File: config.mk
export PLATFORM = sky130hd
export DESIGN_NAME = dist_seq_ctrl
export DESIGN_NICKNAME = d
export VERILOG_FILES = /design/src/rtl/dist_seq_ctrl.sv
export SDC_FILE = /design/constraint.sdc
export NUM_CORES = 1
export LEC_CHECK = 0
export CAP_MARGIN = 15
export CORE_ASPECT_RATIO = 1.4
export CORE_MARGIN = 2
export CORE_UTILIZATION = 55
export CTS_CLUSTER_DIAMETER = 30
export DETAILED_ROUTE_END_ITERATION = 16
export DONT_BUFFER_PORTS = 1
export PLACE_DENSITY = 0.7
export SYNTH_ARGS = -nofsm -noshare
export SYNTH_HDL_FRONTEND = slang
export SYNTH_SLANG_ARGS = --single-unit
File: constraint.sdc
create_clock -name clk -period 3.9 [get_ports clk]
set_input_delay 0 -clock clk [delete_from_list [all_inputs] [get_ports clk]]
set_output_delay 0 -clock clk [all_outputs]
set_load 0.01 [all_outputs]
File: src/rtl/dist_seq_ctrl.sv
// Sequencer for the Euclidean distance datapath: loads the query vector once, then
// walks candidates 1..N through load, clear, Pipe/Acc/Sqrt handshakes and emit.
module dist_seq_ctrl #(
  parameter int unsigned VECWIDTH   = 10,
  parameter int unsigned ADDRWIDTH  = 12,
  parameter int unsigned NUMWIDTH   = 8,
  parameter int unsigned TIMEOUT    = 255,
  parameter bit          ACC_PRESET = 1'b0
) (
  input  logic                        clk,
  input  logic                        RST_N,
  input  logic                        STARTCALC,
  input  logic [NUMWIDTH-1:0]         NUM_OF_VECTORS,
  input  logic                        RDY_Pipe,
  input  logic                        RDY_Acc,
  input  logic                        RDY_Sqrt,
  output logic [ADDRWIDTH-1:0]        ADDR_Bram,
  output logic [3:0]                  FLAG_Bram,
  output logic                        LD_EN,
  output logic [$clog2(VECWIDTH)-1:0] LD_IDX,
  output logic                        LD_SEL,
  output logic                        EN_Pipe,
  output logic                        EN_Acc,
  output logic                        EN_Sqrt,
  output logic                        RST_Acc,
  output logic                        RST_Sqrt,
  output logic                        PRE_Acc,
  output logic [NUMWIDTH-1:0]         VEC_IDX,
  output logic                        DIST_VALID,
  output logic                        BUSY,
  output logic                        DONE,
  output logic                        ERROR
);

  localparam int unsigned IDXW = $clog2(VECWIDTH);
  localparam int unsigned WDW  = (TIMEOUT > 0) ? $clog2(TIMEOUT + 1) : 1;

  typedef enum logic [3:0] {
    S_IDLE, S_LDQ, S_LDC, S_CLR, S_PIPE, S_ACC, S_SQRT, S_EMIT, S_FIN, S_ERR
  } state_t;

  state_t               state_q, state_d;
  logic [IDXW-1:0]      elem_q, elem_d;
  logic [NUMWIDTH-1:0]  n_q, n_d;
  logic [NUMWIDTH-1:0]  vec_d;
  logic [WDW-1:0]       wd_q, wd_d;
  logic [ADDRWIDTH-1:0] addr_d;
  logic                 wait_c, rdy_c, rd_c;
  state_t               adv_c;

  // Next-state logic; candidates sit contiguously after the query, so the read
  // address is a running pointer equal to vec*VECWIDTH + elem modulo 2^ADDRWIDTH.
  always_comb begin
    state_d = state_q;
    elem_d  = elem_q;
    n_d     = n_q;
    vec_d   = VEC_IDX;
    wd_d    = wd_q;
    addr_d  = ADDR_Bram;
    wait_c  = 1'b0;
    rdy_c   = 1'b0;
    adv_c   = state_q;
    case (state_q)
      S_IDLE: begin
        if (STARTCALC) begin
          n_d     = NUM_OF_VECTORS;
          vec_d   = '0;
          elem_d  = '0;
          addr_d  = '0;
          state_d = (NUM_OF_VECTORS == '0) ? S_FIN : S_LDQ;
        end
      end
      S_LDQ, S_LDC: begin
        addr_d = ADDR_Bram + ADDRWIDTH'(1);
        elem_d = elem_q + IDXW'(1);
        if (elem_q == IDXW'(VECWIDTH - 1)) begin
          elem_d = '0;
          if (state_q == S_LDQ) begin
            vec_d   = NUMWIDTH'(1);
            state_d = S_LDC;
          end else begin
            state_d = S_CLR;
          end
        end
      end
      S_CLR:  state_d = S_PIPE;
      S_PIPE: begin wait_c = 1'b1; rdy_c = RDY_Pipe; adv_c = S_ACC;  end
      S_ACC:  begin wait_c = 1'b1; rdy_c = RDY_Acc;  adv_c = S_SQRT; end
      S_SQRT: begin wait_c = 1'b1; rdy_c = RDY_Sqrt; adv_c = S_EMIT; end
      S_EMIT: begin
        if (VEC_IDX == n_q) begin
          state_d = S_FIN;
        end else begin
          vec_d   = VEC_IDX + NUMWIDTH'(1);
          state_d = S_LDC;
        end
      end
      S_FIN:  state_d = S_IDLE;
      S_ERR:  state_d = S_ERR;
      default: state_d = S_IDLE;
    endcase
    // Handshake wait with watchdog; TIMEOUT == 0 never expires
    if (wait_c) begin
      if (rdy_c) begin
        state_d = adv_c;
      end else if ((TIMEOUT != 0) && (wd_q == WDW'(TIMEOUT - 1))) begin
        state_d = S_ERR;
      end else begin
        wd_d = wd_q + WDW'(1);
      end
    end
    if (state_d != state_q) wd_d = '0;
    rd_c = (state_d == S_LDQ) || (state_d == S_LDC);
  end

  // State, counters and registered outputs decoded from the next state
  always_ff @(posedge clk or negedge RST_N) begin
    if (!RST_N) begin
      state_q    <= S_IDLE;
      elem_q     <= '0;
      n_q        <= '0;
      wd_q       <= '0;
      ADDR_Bram  <= '0;
      FLAG_Bram  <= '0;
      LD_EN      <= 1'b0;
      LD_IDX     <= '0;
      LD_SEL     <= 1'b0;
      EN_Pipe    <= 1'b0;
      EN_Acc     <= 1'b0;
      EN_Sqrt    <= 1'b0;
      RST_Acc    <= 1'b0;
      RST_Sqrt   <= 1'b0;
      PRE_Acc    <= 1'b0;
      VEC_IDX    <= '0;
      DIST_VALID <= 1'b0;
      BUSY       <= 1'b0;
      DONE       <= 1'b0;
      ERROR      <= 1'b0;
    end else begin
      state_q    <= state_d;
      elem_q     <= elem_d;
      n_q        <= n_d;
      wd_q       <= wd_d;
      ADDR_Bram  <= addr_d;
      VEC_IDX    <= vec_d;
      FLAG_Bram  <= {rd_c, 1'b0, rd_c, state_d == S_LDQ};
      // BRAM returns data one cycle after the address phase
      LD_EN      <= FLAG_Bram[3];
      LD_IDX     <= elem_q;
      LD_SEL     <= FLAG_Bram[0];
      EN_Pipe    <= (state_d == S_PIPE);
      EN_Acc     <= (state_d == S_ACC);
      EN_Sqrt    <= (state_d == S_SQRT);
      RST_Acc    <= (state_d == S_CLR) && !ACC_PRESET;
      PRE_Acc    <= (state_d == S_CLR) && ACC_PRESET;
      RST_Sqrt   <= (state_d == S_CLR);
      DIST_VALID <= (state_d == S_EMIT);
      BUSY       <= state_d inside {S_LDQ, S_LDC, S_CLR, S_PIPE, S_ACC, S_SQRT, S_EMIT};
      DONE       <= (state_d == S_FIN);
      ERROR      <= (state_d == S_ERR);
    end
  end

endmodule

==> qor.yml <==
status: "completed"
finalCritPeriodShare: 0.664
timing.max_cap.violations: 0
final_nets: 319
synth.yosys.warnings: 0
slew_violations: 0
fillCellCount: 423
num_vias: 2186
first_global_vias: 2175
async_flop_share: 1.00
initial_util: 0.573
final_layout_size_suffix_gt1_frac: 0.112
first_pass_grt_wire_length_mm: 10.3
distinct_cell_type_count_after_synthesis: 51
tritoncts.num_buffers: 9
number_of_setup_buffers_added_after_cts: 0
fp-row-count: 31
power.total_uw: 2360
ctsHtreeMaxLevel: 3
fin_hold_ws_ns: 0.214
finalWeightedCongestion: 0.889
clk_transition_reported_paths_ns: 0.06
area_occupied_by_multi_input_gates_um2: 1410
antenna_found_initial: 0
core_area_um2: 5240
max_freq_ghz: 0.386
route.detailed.wl_per_inst_um: 16.5
layout_common_cells: "sky130_fd_sc_hd__dfrtp_1 (60), sky130_fd_sc_hd__nor2_1 (27), sky130_fd_sc_hd__xnor2_1 (16)"
critPathArrivalTime_ns: 2.79
setup_viol: 0
total_routing_usage_gr: 0.225
static-leakage-power_uw: 0.00146
flow.area_growth_from_synthesis_pct: 12.0
holdCritPathClass: "primary input to async pin"
synth_enable_flop_cells: 0
worstPathMaxFanout: 21
p_sw_frac: 0.387
antenna_cells_inserted: 0
placedInstanceArea_um2: 3020
grt_start_max_net_pins: 61
detail_route.vias_per_cell: 5.92
mostFrequentLayoutCell: "sky130_fd_sc_hd__dfrtp_1"
timing.clock.skew_ns: 0.00718
critPathLaunchType: "flip-flop"
register_area_um2: 1500
yosys_register_bits: 60
timing.critical_path.slowest_stage_cell: "sky130_fd_sc_hd__dfrtp_1"
fp.dieH_um: 91.4
dpl.hpwl_mm: 4.07
syn_area_per_cell_um2: 10.5
power_switching_uw: 913
dr.first_iter.drc_count: 125
ios: 54
tritoncts: "yes"
ys_dominant_reg_cell: "sky130_fd_sc_hd__dfrtp_1"
gr-total-overflow: 0
dieArea_um2: 6070
remaining_drc_errors: 0
firstDrtPassIters: 4
syn_area_um2: 3000
fin_setup_tns_ns: 0
place.detailed.instances: 341
numClockSinks: 60
clock_tree_root_driver_cell: "sky130_fd_sc_hd__clkbuf_8"
worstSetupEndpointType: "flip-flop"
synth_cells: 285
critical_path_class: "flip-flop to flip-flop"
io_buffer_count: 0
finalInstanceArea_um2: 3360
cellInternalPower_uw: 1450
power.share.clock: 0.226
die_width_um: 66.4
fin_crit_ns: 2.59
share_comb_of_total_power: 0.330
max_stage_delay_ns: 0.76
maxSlewHeadroom: 0.492
required_time_of_the_critical_path_ns: 4.10
hold_viol_final: 0
rsz0062_at_grt: "no"
instances_no_fill: 369
power.ir.vdd_worst_v: 0.000396
critical_path.cell_chain: "nand2b_1, o32a_1, or4b_1, o21a_1, o22ai_2, nor2_1"
worst_slew_pin_slew_ns: 0.753
power_per_cell_area_nw_per_um2: 703
power.share.sequential: 0.444
max-clock-path-buffers: 2
sequential_cell_area_fraction_in_the_yosys_report: 0.500
antenna_left: 0
clock_insertion_delay_at_the_later_pin_of_the_skew_report_ns: 0.33
final_wl_mm: 6.09
cells by family after synthesis:
kind of cell / count (synthesis) / synth area share
AND/OR/NAND/NOR: 113 / 0.215
flip-flops: 60 / 0.500
AO/OA/AOI/OAI: 50 / 0.111
XOR/XNOR: 27 / 0.0788
buffers and inverters: 18 / 0.0313
multiplexers: 10 / 0.0371
adder cells (fa/ha/maj): 6 / 0.0250
other: 1 / 0.00125
sequential cells by signal, indices dropped and copies added, names as in the netlist:
signal,count
DONE,1
BUSY,1
ERROR,1
state_q,4
RST_Sqrt,1
DIST_VALID,1
elem_q,4
EN_Acc,1
EN_Pipe,1
VEC_IDX,8
ADDR_Bram,12
wd_q,8
n_q,8
EN_Sqrt,1
FLAG_Bram,2
LD_SEL,1
LD_EN,1
LD_IDX,4
final timing paths:
path / startpoint / to / slack, ns / depth (start not counted)
setup / recovery: state_q[3] / wd_q[5] / 1.31 / 6
hold / removal: RST_N / ADDR_Bram[1] / 0.21 / 2
setup reg to reg: state_q[3] / wd_q[5] / 1.31 / 6
hold reg to reg: FLAG_Bram[0] / LD_SEL / 0.44 / 0
max in group asynchronous: RST_N / VEC_IDX[1] / 3.44 / 2
min in group clk: NUM_OF_VECTORS[6] / DONE / 0.21 / 3
power groups by stage:
stage	Clock [uW]	Sequential, uW	Combinational (uW)
6_report	534	1050	780
5_1_grt	590	1080	884
4_1_cts	549	1050	779
3_5_place_dp	0	1060	749
3_3_place_gp	0	1050	735
2_1_floorplan	0	967	682
timing repair:
action,4_1_cts,5_1_grt
hold buffers,13,0
gates resized for setup,0,0
endpoints found under the hold margin,71,0
metrics by stage:
stage               utilization  setup WS (ns)
floorplan                     -           1.79
global placement          0.577           1.37
detailed placement        0.577           1.34
CTS                       0.642           1.33
global route              0.642           1.15
finish                    0.642           1.31
synth_stat cells, types with 9 or more instances:
cell type | n | area (um^2)
sky130_fd_sc_hd__dfrtp_1 | 60 | 1500
sky130_fd_sc_hd__nor2_1 | 27 | 101
sky130_fd_sc_hd__xnor2_1 | 16 | 140
sky130_fd_sc_hd__o21ai_0 | 14 | 70.1
sky130_fd_sc_hd__a21oi_1 | 13 | 65.1
sky130_fd_sc_hd__nand2_1 | 12 | 45.0
sky130_fd_sc_hd__xor2_1 | 11 | 96.3
sky130_fd_sc_hd__nand3_1 | 10 | 50.1
sky130_fd_sc_hd__nand4_1 | 10 | 62.6
sky130_fd_sc_hd__or3_1 | 10 | 62.6
sky130_fd_sc_hd__and2_1 | 9 | 56.3
sky130_fd_sc_hd__mux2_2 | 9 | 101
critical path: cells and delay by family, from the launching register on:
family,cells,cell delay [ns]
DFF,1,0.76
and+or+nand+nor,3,0.89
AOI/OAI and AO/OA,3,0.80
cell type report:
cell class | count | area share
Sequential cell | 60 | 0.447
Multi-Input combinational cell | 208 | 0.419
Timing Repair Buffer | 14 | 0.0462
Clock buffer | 10 | 0.0410
Tap cell | 66 | 0.0246
Clock inverter | 5 | 0.0156
Inverter | 6 | 0.00670
layer usage:
metal	wire length, um	share of wire	track usage
met1	2480	0.41	0.270
met2	3220	0.53	0.359
met3	242	0.040	0.0719
met4	153	0.025	0.105
met5	0	0	0
Note: power is estimated with default switching activity, not from simulation.
